**src/rtl/mem_bus_ctrl.sv**
```systemverilog
// mem_bus_ctrl: bus controller between the CPU core and a synchronous RAM plus LED/switch IO.
// Each accepted request gets exactly one mem_ready pulse. bus_err is pulsed alongside
// mem_ready for unmapped or illegal requests.
// Ports:
//   clk, rst_n         clock, asynchronous active-low reset
//   mem_cmd_i          00 none, 01 read, 10 write, 11 illegal
//   mem_addr_i         word address from the core
//   write_data_i       store data from the core
//   read_data_o        load data, held until the next successful read
//   mem_ready_o        one-cycle completion pulse
//   bus_err_o          one-cycle error pulse, coincident with mem_ready_o
//   ram_addr_o         RAM address (registered at accept)
//   ram_we_o           RAM write enable (single cycle)
//   ram_wdata_o        RAM write data (registered at accept)
//   ram_rdata_i        RAM read data, valid one cycle after ram_addr_o
//   sw_in_i            asynchronous slide switches
//   led_out_o          LED register
module mem_bus_ctrl #(
  parameter int unsigned           ADDR_W   = 9,
  parameter int unsigned           DATA_W   = 16,
  parameter int unsigned           RAM_AW   = 8,
  parameter logic [ADDR_W-1:0]     LED_ADDR = 9'h100,
  parameter logic [ADDR_W-1:0]     SW_ADDR  = 9'h140
) (
  input  logic              clk,
  input  logic              rst_n,
  input  logic [1:0]        mem_cmd_i,
  input  logic [ADDR_W-1:0] mem_addr_i,
  input  logic [DATA_W-1:0] write_data_i,
  output logic [DATA_W-1:0] read_data_o,
  output logic              mem_ready_o,
  output logic              bus_err_o,
  output logic [RAM_AW-1:0] ram_addr_o,
  output logic              ram_we_o,
  output logic [DATA_W-1:0] ram_wdata_o,
  input  logic [DATA_W-1:0] ram_rdata_i,
  input  logic [7:0]        sw_in_i,
  output logic [7:0]        led_out_o
);

  typedef enum logic [2:0] {StIdle, StRdWait, StRdCap, StWr, StResp} state_e;

  localparam logic [1:0] CmdNone  = 2'b00;
  localparam logic [1:0] CmdRead  = 2'b01;
  localparam logic [1:0] CmdWrite = 2'b10;

  state_e            state_q, state_d;
  logic [DATA_W-1:0] read_data_q, read_data_d;
  logic              mem_ready_q, mem_ready_d;
  logic              bus_err_q, bus_err_d;
  logic [RAM_AW-1:0] ram_addr_q, ram_addr_d;
  logic              ram_we_q, ram_we_d;
  logic [DATA_W-1:0] ram_wdata_q, ram_wdata_d;
  logic [7:0]        led_q, led_d;
  logic [7:0]        sw_meta_q, sw_sync_q;

  logic is_ram, is_led, is_sw;

  // RAM occupies the lower half of the address space (top address bit clear).
  assign is_ram = ~mem_addr_i[ADDR_W-1];
  assign is_led = (mem_addr_i == LED_ADDR);
  assign is_sw  = (mem_addr_i == SW_ADDR);

  always_comb begin
    state_d     = state_q;
    read_data_d = read_data_q;
    ram_addr_d  = ram_addr_q;
    ram_wdata_d = ram_wdata_q;
    led_d       = led_q;
    bus_err_d   = 1'b0;

    unique case (state_q)
      StIdle: begin
        if (mem_cmd_i != CmdNone) begin
          // Anything not explicitly mapped falls through to an error response
          // that leaves all architectural state untouched.
          state_d   = StResp;
          bus_err_d = 1'b1;
          if (mem_cmd_i == CmdRead) begin
            if (is_ram) begin
              state_d    = StRdWait;
              bus_err_d  = 1'b0;
              ram_addr_d = mem_addr_i[RAM_AW-1:0];
            end else if (is_sw) begin
              bus_err_d   = 1'b0;
              read_data_d = {{(DATA_W-8){1'b0}}, sw_sync_q};
            end
          end else if (mem_cmd_i == CmdWrite) begin
            if (is_ram) begin
              state_d     = StWr;
              bus_err_d   = 1'b0;
              ram_addr_d  = mem_addr_i[RAM_AW-1:0];
              ram_wdata_d = write_data_i;
            end else if (is_led) begin
              bus_err_d = 1'b0;
              led_d     = write_data_i[7:0];
            end
          end
        end
      end
      StRdWait: state_d = StRdCap;
      StRdCap: begin
        read_data_d = ram_rdata_i;
        state_d     = StResp;
      end
      StWr:     state_d = StResp;
      StResp:   state_d = StIdle;
      default:  state_d = StIdle;
    endcase

    // Outputs are registered so they line up with the state being entered.
    mem_ready_d = (state_d == StResp);
    ram_we_d    = (state_d == StWr);
  end

  always_ff @(posedge clk or negedge rst_n) begin
    if (!rst_n) begin
      state_q     <= StIdle;
      read_data_q <= '0;
      mem_ready_q <= 1'b0;
      bus_err_q   <= 1'b0;
      ram_addr_q  <= '0;
      ram_we_q    <= 1'b0;
      ram_wdata_q <= '0;
      led_q       <= '0;
      sw_meta_q   <= '0;
      sw_sync_q   <= '0;
    end else begin
      state_q     <= state_d;
      read_data_q <= read_data_d;
      mem_ready_q <= mem_ready_d;
      bus_err_q   <= bus_err_d;
      ram_addr_q  <= ram_addr_d;
      ram_we_q    <= ram_we_d;
      ram_wdata_q <= ram_wdata_d;
      led_q       <= led_d;
      sw_meta_q   <= sw_in_i;
      sw_sync_q   <= sw_meta_q;
    end
  end

  assign read_data_o = read_data_q;
  assign mem_ready_o = mem_ready_q;
  assign bus_err_o   = bus_err_q;
  assign ram_addr_o  = ram_addr_q;
  assign ram_we_o    = ram_we_q;
  assign ram_wdata_o = ram_wdata_q;
  assign led_out_o   = led_q;

endmodule

```
**config.mk**
```make
export PLATFORM = sky130hd
export DESIGN_NAME = mem_bus_ctrl
export DESIGN_NICKNAME = d
export VERILOG_FILES = /design/src/rtl/mem_bus_ctrl.sv
export SDC_FILE = /design/constraint.sdc
export NUM_CORES = 1
export LEC_CHECK = 0
export BUFFER_PORTS_ARGS = -buffer_cell sky130_fd_sc_hd__buf_2
export CAP_MARGIN = 10
export CORE_AREA = 10 10 87 89
export DETAILED_ROUTE_END_ITERATION = 16
export DIE_AREA = 0 0 97 99
export GPL_ROUTABILITY_DRIVEN = 1
export GPL_TIMING_DRIVEN = 0
export PLACE_DENSITY = 0.74
export SYNTH_ARGS = -nofsm -noshare
export SYNTH_HDL_FRONTEND = slang
export SYNTH_SLANG_ARGS = --single-unit
```
**constraint.sdc**
```tcl
create_clock -name clk -period 2.5 [get_ports clk]
set_input_delay 0.125 -clock clk [delete_from_list [all_inputs] [get_ports clk]]
set_output_delay 0.125 -clock clk [all_outputs]
set_load 0.02 [all_outputs]
```
## Word-level counts from Yosys, hierarchy flattened

Cells that the tools add are included.
W data, S select, Z words.

- Register bits after elaboration: 70
- Input bits: 53
- Output and inout port bits: 51
- Logic and storage cells: 56

- Equal/unequal tests: 13
- Multiplexer cells: 22
- Bitwise logic cells: 2
- Reduce and logical (&&, ||, !) cells: 9

Operators with widths:

| cell | count |
|---|---|
| $mux W16 | 4 |
| $pmux W16 S2 | 1 |
| $mux W8 | 3 |
| $eq A9 B9 Y1 const B | 2 |
| $mux W3 | 5 |
| $reduce_and A5 Y1 | 2 |
| $eq A3 B2 Y1 const B | 3 |
| $pmux W3 S3 | 1 |
| $mux W1 | 8 |
| $ne A2 B2 Y1 const B | 4 |
| $reduce_and A6 Y1 | 1 |
| $reduce_bool A2 Y1 | 3 |
| $eq A3 B1 Y1 const B | 1 |
| $eq A3 B3 Y1 const B | 1 |
| $logic_not A3 Y1 | 1 |
| $reduce_and A3 Y1 | 1 |
| $eq A2 B1 Y1 const B | 1 |
| $eq A2 B2 Y1 const B | 1 |
| $not A1 Y1 | 2 |
| $reduce_or A2 Y1 | 1 |

## Logic depth before layout (Yosys ltp)

Gate-level depths: netlist of the first run.

- Word-level depth: 7
- Mapped depth: 7
- Depth with buffers taken out: 6

## Worst setup path after synthesis of the first run

Ideal clock, no wire load.

- Kind: register to register
- Start point: register state_q[2]
- End point: register ram_wdata_q[10] (netlist: ram_wdata_o[10])
- Setup time: 0.125 ns
- Data arrival time: 1.690 ns
- Required time: 2.375 ns
- Setup slack: 0.685 ns
- Cell stages (with the launch flop): 6
- Buffers on the path: 2
- Clock period less this slack: 1.815 ns
- Cells stage by stage: dfrtp_1 > or3_4 > or3_1 > buf_6 > buf_12 > mux2_4

- Word-level cells in the longest chain between the ends: 2

Ends and longest elaborated chain:

| element | RTL line | source |
|---|---|---|
| from (decl) | 47 | `state_e state_q, state_d;` |
| from (signal assigned) | 118 | `state_q <= StIdle;` |
| from (signal assigned) | 129 | `state_q <= state_d;` |
| $logic_not A3 Y1 | 72 | `unique case (state_q)` |
| $reduce_and A5 Y1 (no source line) | n/a |  |
| to (signal assigned) | 135 | `ram_wdata_q <= ram_wdata_d;` |
| to (decl) | 53 | `logic [DATA_W-1:0] ram_wdata_q, ram_wdata_d;` |

No other way between the ends.
A chain may end at the register's enable or synchronous reset.

## Worst setup path in the final report of the first run

- Start point: register state_q[2]
- End point: register read_data_q[7] (netlist: read_data_o[7])

- Word-level cells in the longest chain between the ends: 3
- Elaborated cells between the ends (all ways): 9
- Those cells by class: eq/ne (5); mux (1); reduce/logical (3)

Ends and longest elaborated chain:

| element | RTL line | source |
|---|---|---|
| $eq A3 B2 Y1 or $logic_not A3 Y1 (tied branches) | 72 |  |
| $reduce_bool A2 Y1 (no source line) or $ne A2 B2 Y1 (tied branches) | n/a |  |
| $reduce_and A5 Y1 (no source line) | n/a |  |
| to (signal assigned) | 130 | `read_data_q <= read_data_d;` |
| to (decl) | 48 | `logic [DATA_W-1:0] read_data_q, read_data_d;` |

Several ways; a longest one is shown, not always the timed one.

==> metrics.cfg, run 1 <==
[synth]
syn_area_um2 = 2740
synth_nets = 241
synth_cell_type_count = 30
yosys_warnings = 0
syn_inst = 185
ys_ff_latch = 70
synth_seq_area_share = 0.639
synth_area_per_cell_um2 = 14.8

[floorplan]
rows = 28
die_h_um = 99
coreArea_um2 = 5850
die_width_um = 97
num_io_pins = 104
initial_core_util = 0.468
die_area_um2 = 9600

[timing]
max_slew_margin = 0.435
skew_ns = 0.00874
finalSetupViolations = 0
fin_crit_sh = 0.766
report.final.slew_viol_count = 0
rsz0062_at_grt = no
fin_tns_setup_ns = 0
worst_slew_pin_slew_ns = 0.847
hold_viol_final = 0
maxClockFrequency_ghz = 0.523
fin_crit_ns = 1.91

[clock_tree]
path_clk_slew_ns = 0.07
cts_hold_buf = 13
cts_tree = built
clock_latency_ns = 0.33
cts.path.max_buffers = 2
cts_resized = 0
clock-sinks = 70
htreeDepth = 3
cts_buffers = 9
post_cts_buffers = 0
cts-root-buf = clkbuf_8

[finish]
final_net_count = 367
layout_common_cells = buf_2, dfrtp_1, mux2_2
sequential_cell_area_um2 = 1750
antenna_cells = 0
drive_above_1_share = 0.557
fillers = 467
area_growth_pct = 34.9
final_common_cell = buf_2
multi_input_area_um2 = 928

[critical_path]
critPathKind = reg -> reg
worst-path-buf-inv = 2
crit_path_max_fanout = 10
path_cells = nor2_1 -> and2_1 -> buf_2 -> buf_2 -> mux2_2 -> mux2_2
cp_data_arrival_time_ns = 2.13
startpoint_type = flop
critical_path.top_delay_family = multiplexers
slowest_delay_ns = 0.44
critPathCaptureType = flop
cp_slowest_cell = dfrtp_1
cp_data_required_time_ns = 2.72
reg2regPathDepth = 6
crit_cells = 6

[place]
finalWeightedCongestion = 0.839
dp_hpwl_mm = 4.59
numPortBuffers = 102

[routing]
num_vias = 1826
wl_per_cell_um = 15.9
wirelength_mm = 6.20
vias_per_cell = 4.67
post-route-drc-count = 0
drtIter0Drc = 26
drt_pass1_iterations = 4
ant_nets = 0

[global_route]
grt_start_max_net_pins = 71
antenna_found_initial = 0
grt_pass1_vias = 2029
grt_use_total = 0.132
grt_first_pass_wirelength_mm = 10.3
overflow = 0

[job]
drv_cap = 0

[min_path]
min_path_cells = 3
min_path_type = in -> reg

[power]
ir_drop_mv = 0.670
leakage_nw = 1.91
power_density_nw_per_um2 = 1070
finalPower_mw = 3.97

[status]
status = finished, final reports clean

==> worst min-delay path, cell delays in order <==
cell and delay, ns:
buf_2 0.07, nand2_1 0.04, o21ai_0 0.07
==> report_power, final <==
group	switching, mW	internal (mW)
Combinational	0.785	0.581
Clock	0.392	0.567
Sequential	0.164	1.48
Total	1.34	2.63
==> worst paths after layout <==
path	from	endpoint	slack [ns]
worst min-delay path	ram_rdata_i[12]	read_data_o[12]$_DFFE_PN0P_	0.02
worst max-delay path	state_q[2]$_DFF_PN0_	read_data_o[7]$_DFFE_PN0P_	0.59
worst max register to register	state_q[2]$_DFF_PN0_	read_data_o[7]$_DFFE_PN0P_	0.59
max in group asynchronous	rst_n	read_data_o[12]$_DFFE_PN0P_	1.48
worst min register to register	sw_meta_q[3]$_DFF_PN0_	sw_sync_q[3]$_DFF_PN0_	0.35
min in group asynchronous	rst_n	ram_wdata_o[10]$_DFFE_PN0P_	0.46
==> cells in the mapped netlist (all sizes together) <==
cell type / instances / area [um2]
clkbuf: 1 / 3.75
nand2: 20 / 75.1
ha: 3 / 37.5
nor3: 6 / 41.3
dfrtp: 70 / 1750
and2: 1 / 6.26
o21a: 1 / 7.51
nor2: 6 / 30.0
a21o: 1 / 7.51
a21oi: 2 / 10.0
and4: 1 / 8.76
nand2b: 1 / 13.8
mux2: 48 / 578
nor4: 1 / 6.26
or4b: 1 / 10.0
o21bai: 1 / 7.51
or3: 2 / 17.5
and4b: 1 / 11.3
inv: 2 / 7.51
nor2b: 1 / 6.26
buf: 5 / 48.8
o21ai: 9 / 45.0
nand4b: 1 / 8.76
==> cell type report <==
cell class	count	area share
timing repair buffer	115	0.174
tap	75	0.0254
sequential	70	0.474
clock inverter	3	0.0108
inverter	2	0.00203
multi-input combinational	107	0.251
clock buffer	13	0.0484
buffer	6	0.0142
==> flip-flops by register name, indices dropped and copies added (netlist names) <==
signal / cells
ram_we_o: 1
state_q: 3
led_out_o: 8
read_data_o: 16
sw_meta_q: 8
bus_err_o: 1
mem_ready_o: 1
ram_addr_o: 8
ram_wdata_o: 16
sw_sync_q: 8
==> stage by stage <==
stage | hold slack (ns) | worst slack, ns | util | std cells | cell area (um2)
finish | 0.0178 | 0.586 | 0.632 | 391 | 3700
CTS | 0.00203 | 0.569 | 0.632 | 391 | 3700
global placement | 0.233 | 0.394 | 0.572 | 362 | 3340
detailed placement | 0.234 | 0.385 | 0.572 | 362 | 3350
global route | 0.00404 | 0.379 | 0.632 | 391 | 3700
floorplan | -0.171 | 0.685 | - | 185 | 2740
==> cell families after synthesis <==
group | after synthesis | share of synthesized area
simple gates | 42 | 0.0859
fa+ha+maj | 3 | 0.0137
flops | 70 | 0.639
compound gates | 14 | 0.0283
mux | 48 | 0.211
buf+inv | 8 | 0.0219
==> metal layers <==
layer	vias up	part of all wire	GRT usage
met4	0	0.028	0.0681
met5	-	0	0
met1	859	0.38	0.138
li1	891	-	-
met2	60	0.51	0.223
met3	16	0.087	0.0573
(Power assumes the default switching activity.)
==> run 2: changes to the inputs <==
==> constraint.sdc (replaced) <==
create_clock -name clk -period 2 [get_ports clk]
set_input_delay 0.1 -clock clk [delete_from_list [all_inputs] [get_ports clk]]
set_output_delay 0.1 -clock clk [all_outputs]
set_load 0.02 [all_outputs]
==> run 2 against run 1 <==
Compared with the run above: wire length is 5.4% higher; clock power is 25% higher; clock skew is 0.0018 ns higher; utilization is 3.2 points higher; count of clock-buffer cells in the layout stayed put; non-clock buffer count is 18 higher.
==> metrics.cfg, run 2 (synthesis results as in run 1) <==
[finish]
drive_above_1_share = 0.527  ; was 0.557
layout_common_cells = buf_2, dfrtp_1, mux2_2  ; unchanged
fillers = 449  ; was 467
area_growth_pct = 41.7  ; was 34.9%
final_net_count = 385  ; was 367
final_common_cell = buf_2  ; unchanged

[clock_tree]
path_clk_slew_ns = 0.07  ; about the same
cts-root-buf = clkbuf_8  ; unchanged
htreeDepth = 3  ; unchanged
cts.path.max_buffers = 2  ; unchanged
clock-sinks = 70  ; unchanged
clock_latency_ns = 0.33  ; about the same
cts_tree = built  ; unchanged
cts_buffers = 9  ; unchanged

[critical_path]
critPathKind = reg -> reg  ; unchanged
cp_slowest_cell = dfrtp_1  ; unchanged
startpoint_type = flop  ; unchanged
slowest_delay_ns = 0.44  ; about the same
cp_data_arrival_time_ns = 2.13  ; about the same
critPathCaptureType = flop  ; unchanged
crit_path_max_fanout = 10  ; unchanged
path_cells = or3_4 -> or3_1 -> buf_6 -> buf_12 -> mux2_4  ; was nor2_1 -> and2_1 -> buf_2 -> buf_2 -> mux2_2 -> mux2_2
cp_data_required_time_ns = 2.21  ; was 2.72 ns

[timing]
rsz0062_at_grt = no  ; unchanged
worst_slew_pin_slew_ns = 0.850  ; was 0.847 ns
fin_crit_sh = 0.957  ; was 0.766
maxClockFrequency_ghz = 0.522  ; was 0.523 GHz
whs_ns = 0.0109  ; was 0.0178 ns
fin_crit_ns = 1.91  ; about the same
hold_viol_final = 0  ; unchanged
report.final.slew_viol_count = 0  ; unchanged
finalSetupViolations = 0  ; unchanged
max_slew_margin = 0.433  ; was 0.435
skew_ns = 0.0105  ; was 0.00874 ns

[floorplan]
die_width_um = 97  ; unchanged
die_h_um = 99  ; unchanged
initial_core_util = 0.468  ; unchanged
coreArea_um2 = 5850  ; unchanged
rows = 28  ; unchanged
num_io_pins = 104  ; unchanged
die_area_um2 = 9600  ; unchanged

[routing]
wl_per_cell_um = 15.9  ; about the same
ant_nets = 0  ; unchanged
drtIter0Drc = 41  ; was 26
num_vias = 1901  ; was 1,826
wirelength_mm = 6.53  ; was 6.20 mm
post-route-drc-count = 0  ; unchanged
drt_pass1_iterations = 4  ; unchanged
vias_per_cell = 4.64  ; was 4.67

[global_route]
grt_pass1_vias = 2099  ; was 2,029
overflow = 0  ; unchanged
grt_use_total = 0.137  ; was 0.132
grt_first_pass_wirelength_mm = 10.7  ; was 10.3 mm
antenna_found_initial = 1  ; was 0
grt_start_max_net_pins = 71  ; unchanged

[power]
leakage_nw = 1.98  ; was 1.91 nW
power_density_nw_per_um2 = 1290  ; was 1070 nW/um2
ir_drop_mv = 0.804  ; was 0.670 mV
finalPower_mw = 5.01  ; was 3.97 mW

[status]
status = finished, final reports clean  ; unchanged

[place]
dp_hpwl_mm = 4.59  ; unchanged
numPortBuffers = 102  ; unchanged
finalWeightedCongestion = 0.839  ; unchanged

[job]
drv_cap = 0  ; unchanged

[min_path]
min_path_type = in -> reg  ; unchanged

-- run 2: cell count changes in the layout (fill, tap and decap cells not counted) --
cell | previous run | this run
dlygate4sd3_1 | 13 | 31
buf_2 | 103 | 101
buf_4 | 2 | 3
clkbuf_4 | 0 | 1
diode_2 | 0 | 1
-- run 2: metal layers --
layer | global-route usage | share of wire | up-vias | wire length [um]
li1 | - | - | 932 | -
met4 | 0.0738 | 0.028 | 0 | 182
met2 | 0.231 | 0.51 | 65 | 3330
met1 | 0.142 | 0.38 | 889 | 2450
met3 | 0.0587 | 0.086 | 15 | 562
met5 | 0 | 0 | - | 0
-- run 2: repair_timing --
action | CTS | global route
setup buffers | 0 | 0
resized for setup | 0 | 3
endpoints found under the hold margin | 102 | 1
hold buffers | 30 | 1
endpoints found under the setup margin | 0 | 1
-- run 2: area by class of cell --
cell class	instances	area (um2)	share of cell area
Antenna cell	1	2.50	0.000644
Sequential cell	70	1750	0.451
Buffer	6	57.6	0.0148
Timing Repair Buffer	133	823	0.212
Clock inverter	3	40.0	0.0103
Inverter	2	7.51	0.00193
Multi-Input combinational cell	107	928	0.239
Clock buffer	13	179	0.0461
Tap cell	75	93.8	0.0242
-- run 2: power by group --
part           internal, mW  switching (mW)  leakage [nW]  total, mW
combinational         0.751           0.992          1.01       1.74
clock                 0.708           0.492         0.115       1.20
sequential             1.86           0.208         0.857       2.06
-- run 2: critical path: cells and delay by family, from the launching register on --
kind,cells,cell delay (ns)
multiplexers,1,0.30
AND/OR/NAND/NOR,2,0.77
buffers and inverters,2,0.31
flip-flops,1,0.44
-- run 2: final timing paths --
kind / startpoint / end / slack (ns) / cells past startpoint
min in group asynchronous: rst_n / ram_wdata_o[10]$_DFFE_PN0P_ / 0.43 / 2
hold reg to reg: sw_meta_q[5]$_DFF_PN0_ / sw_sync_q[5]$_DFF_PN0_ / 0.35 / 0
hold / removal: mem_addr_i[1] / ram_addr_o[1]$_DFFE_PN0P_ / 0.01 / 2
setup reg to reg: state_q[2]$_DFF_PN0_ / ram_wdata_o[8]$_DFFE_PN0P_ / 0.09 / 5
setup / recovery: state_q[2]$_DFF_PN0_ / ram_wdata_o[8]$_DFFE_PN0P_ / 0.09 / 5
max in group asynchronous: rst_n / read_data_o[12]$_DFFE_PN0P_ / 1.00 / 2
-- run 2: metrics by stage --
step                      instances  setup slack [ns]   util  instance area (um2)  TNS [ns]
after floorplan                 185             0.185      -                 2740         0
final                           410            0.0857  0.664                 3880         0
after global routing            410           0.00465  0.664                 3880         0
after CTS                       408            0.0685  0.661                 3870         0
after detailed placement        362           -0.0899  0.572                 3350    -0.681
after global placement          362           -0.0805  0.572                 3340    -0.627
==> run 3: changes to the inputs <==
--- a/config.mk
+++ b/config.mk
@@ -13,6 +13,7 @@
 export GPL_ROUTABILITY_DRIVEN = 1
 export GPL_TIMING_DRIVEN = 0
 export PLACE_DENSITY = 0.74
+export REMOVE_ABC_BUFFERS = 1
 export SYNTH_ARGS = -nofsm -noshare
 export SYNTH_HDL_FRONTEND = slang
 export SYNTH_SLANG_ARGS = --single-unit
==> run 3 against run 2 <==
Compared with the run above: hold slack better by 0.0093 ns; largest cell class unchanged; wire length down 0.35%; cell area down 1.7%; count of clock-buffer cells in the layout unchanged; sequential power about the same; clock power down 6%; setup slack better by 0.12 ns.
==> metrics.cfg, run 3 (synthesis results as in run 1) <==
[power]
clkPwrFrac = 0.230  ; was 0.240
leakage_nw = 1.94  ; was 1.98 nW
internal_power_mw = 3.24  ; was 3.31 mW
power_density_nw_per_um2 = 1290  ; about the same
power_frac_seq = 0.419  ; was 0.412
p_comb_frac = 0.351  ; was 0.348
swShare = 0.342  ; was 0.338
ir_drop_mv = 0.649  ; was 0.804 mV
finalPower_mw = 4.93  ; was 5.01 mW
p_switching_mw = 1.69  ; about the same

[timing]
fin_crit_ns = 1.80  ; was 1.91 ns
report.final.slew_viol_count = 0  ; unchanged
worst_slew_pin_slew_ns = 0.864  ; was 0.850 ns
finalSetupViolations = 0  ; unchanged
skew_ns = 0.00868  ; was 0.0105 ns
fin_tns_setup_ns = 0  ; unchanged
maxClockFrequency_ghz = 0.556  ; was 0.522 GHz
fin_crit_sh = 0.899  ; was 0.957
rsz0062_at_grt = no  ; unchanged
hold_viol_final = 0  ; unchanged
max_slew_margin = 0.424  ; was 0.433

[routing]
wirelength_mm = 6.51  ; was 6.53 mm
vias_per_cell = 4.78  ; was 4.64
drt_pass1_iterations = 4  ; unchanged
wl_per_cell_um = 16.1  ; was 15.9 um
met2_length_mm = 3.40  ; was 3.33 mm
ant_nets = 0  ; unchanged
met3_length_um = 437  ; was 562 um
highest_layer = met4  ; unchanged
num_vias = 1933  ; was 1,901
met1Wirelength_mm = 2.49  ; was 2.45 mm
post-route-drc-count = 0  ; unchanged
drtIter0Drc = 78  ; was 41

[floorplan]
num_io_pins = 104  ; unchanged
coreArea_um2 = 5850  ; unchanged
rows = 28  ; unchanged
initial_core_util = 0.468  ; unchanged
die_h_um = 99  ; unchanged
die_area_um2 = 9600  ; unchanged
die_width_um = 97  ; unchanged

[critical_path]
crit_path_max_fanout = 8  ; was 10
reg2regPathDepth = 3  ; was 5
worstReg2RegStart = state_q[2]$_DFF_PN0_  ; unchanged
critPathCaptureType = flop  ; unchanged
cp_data_required_time_ns = 2.21  ; about the same
critPathKind = in -> reg  ; was reg -> reg
critPathLaunch = mem_addr_i[7]  ; was state_q[2]$_DFF_PN0_
startpoint_type = primary input  ; was flop
cp_data_arrival_time_ns = 2.01  ; was 2.13 ns

[job]
drv_cap = 0  ; unchanged

[finish]
area_growth_pct = 39.3  ; was 41.7%
drive_above_1_share = 0.523  ; was 0.527
final_net_count = 380  ; was 385
final_common_cell = buf_2  ; unchanged
sequential_cell_area_um2 = 1750  ; unchanged
multi_input_area_um2 = 935  ; was 928 um2
fillers = 449  ; unchanged
antenna_cells = 0  ; was 1
layout_common_cells = buf_2, dfrtp_1, mux2_2  ; unchanged
finalNonFillerCells = 404  ; was 410

[status]
status = finished, final reports clean  ; unchanged

[min_path]
min_path_cells = 2  ; unchanged
hold_start = write_data_i[0]  ; was mem_addr_i[1]
min_path_type = in -> reg  ; unchanged

[global_route]
grt_first_pass_wirelength_mm = 10.5  ; was 10.7 mm
grt_start_max_net_pins = 71  ; unchanged
grt_use_total = 0.134  ; was 0.137
grt_pass1_vias = 2095  ; was 2,099
antenna_found_initial = 0  ; was 1
overflow = 0  ; unchanged

[clock_tree]
cts_tree = built  ; unchanged
cts.path.max_buffers = 2  ; unchanged
clock_latency_ns = 0.33  ; about the same
htreeDepth = 3  ; unchanged
path_clk_slew_ns = 0.07  ; about the same
post_cts_buffers = 0  ; unchanged
cts_buffers = 9  ; unchanged
cts-root-buf = clkbuf_8  ; unchanged
clock-sinks = 70  ; unchanged

[place]
finalWeightedCongestion = 0.794  ; was 0.839
dp_hpwl_mm = 4.52  ; was 4.59 mm
numPortBuffers = 103  ; was 102
dp.cells = 357  ; was 362

-- run 3: worst max-delay path, stage by stage --
cell	delay (ns)
dlygate4sd3_1	0.54
buf_2	0.13
nor4_1	0.24
nand2_1	0.17
nor3_4	0.45
mux2_2	0.39
-- run 3: power groups by stage --
stage	Clock, mW	Sequential [mW]	Combinational, mW
6_report	1.13	2.07	1.73
5_1_grt	1.22	2.12	1.86
4_1_cts	1.17	2.06	1.76
3_5_place_dp	0	2.09	1.71
3_3_place_gp	0	2.06	1.68
2_1_floorplan	0	2.61	0.519
-- run 3: cell type report --
| class | instances | area share |
|---|---|---|
| well taps | 75 | 0.0246 |
| multi-input cells | 107 | 0.245 |
| inverters | 2 | 0.00197 |
| flip-flops and latches | 70 | 0.459 |
| repair buffers | 134 | 0.217 |
| clock buffers | 13 | 0.0416 |
| clock inverters | 3 | 0.0111 |
-- run 3: what timing repair did --
action,4_1_cts,5_1_grt
hold buffers,31,0
resized for setup,3,0
hold endpoints to repair,100,0
setup endpoints to repair,24,0
-- run 3: path summary, 6_finish.rpt --
kind	to	slack, ns
max	led_out_o[3]$_DFFE_PN0P_	0.20
min	led_out_o[0]$_DFFE_PN0P_	0.02
max reg2reg	ram_wdata_o[6]$_DFFE_PN0P_	0.20
min reg2reg	sw_sync_q[7]$_DFF_PN0_	0.35
max in group asynchronous	led_out_o[7]$_DFFE_PN0P_	0.98
min in group asynchronous	ram_wdata_o[1]$_DFFE_PN0P_	0.44
-- run 3: metal layers --
layer,vias up,track usage
met5,-,0
met2,62,0.234
li1,923,-
met4,0,0.0806
met1,934,0.137
met3,14,0.0461
-- run 3: per-stage QoR --
| stage | area [um2] | util | hold slack, ns | setup slack [ns] |
|---|---|---|---|---|
| after floorplan | 2690 | - | -0.196 | 0.0785 |
| after global placement | 3300 | 0.564 | 0.208 | -0.107 |
| after detailed placement | 3300 | 0.564 | 0.210 | -0.119 |
| after CTS | 3820 | 0.652 | 0.00117 | 0.196 |
| after global routing | 3820 | 0.652 | 0.0153 | 0.0837 |
| final | 3820 | 0.652 | 0.0201 | 0.201 |
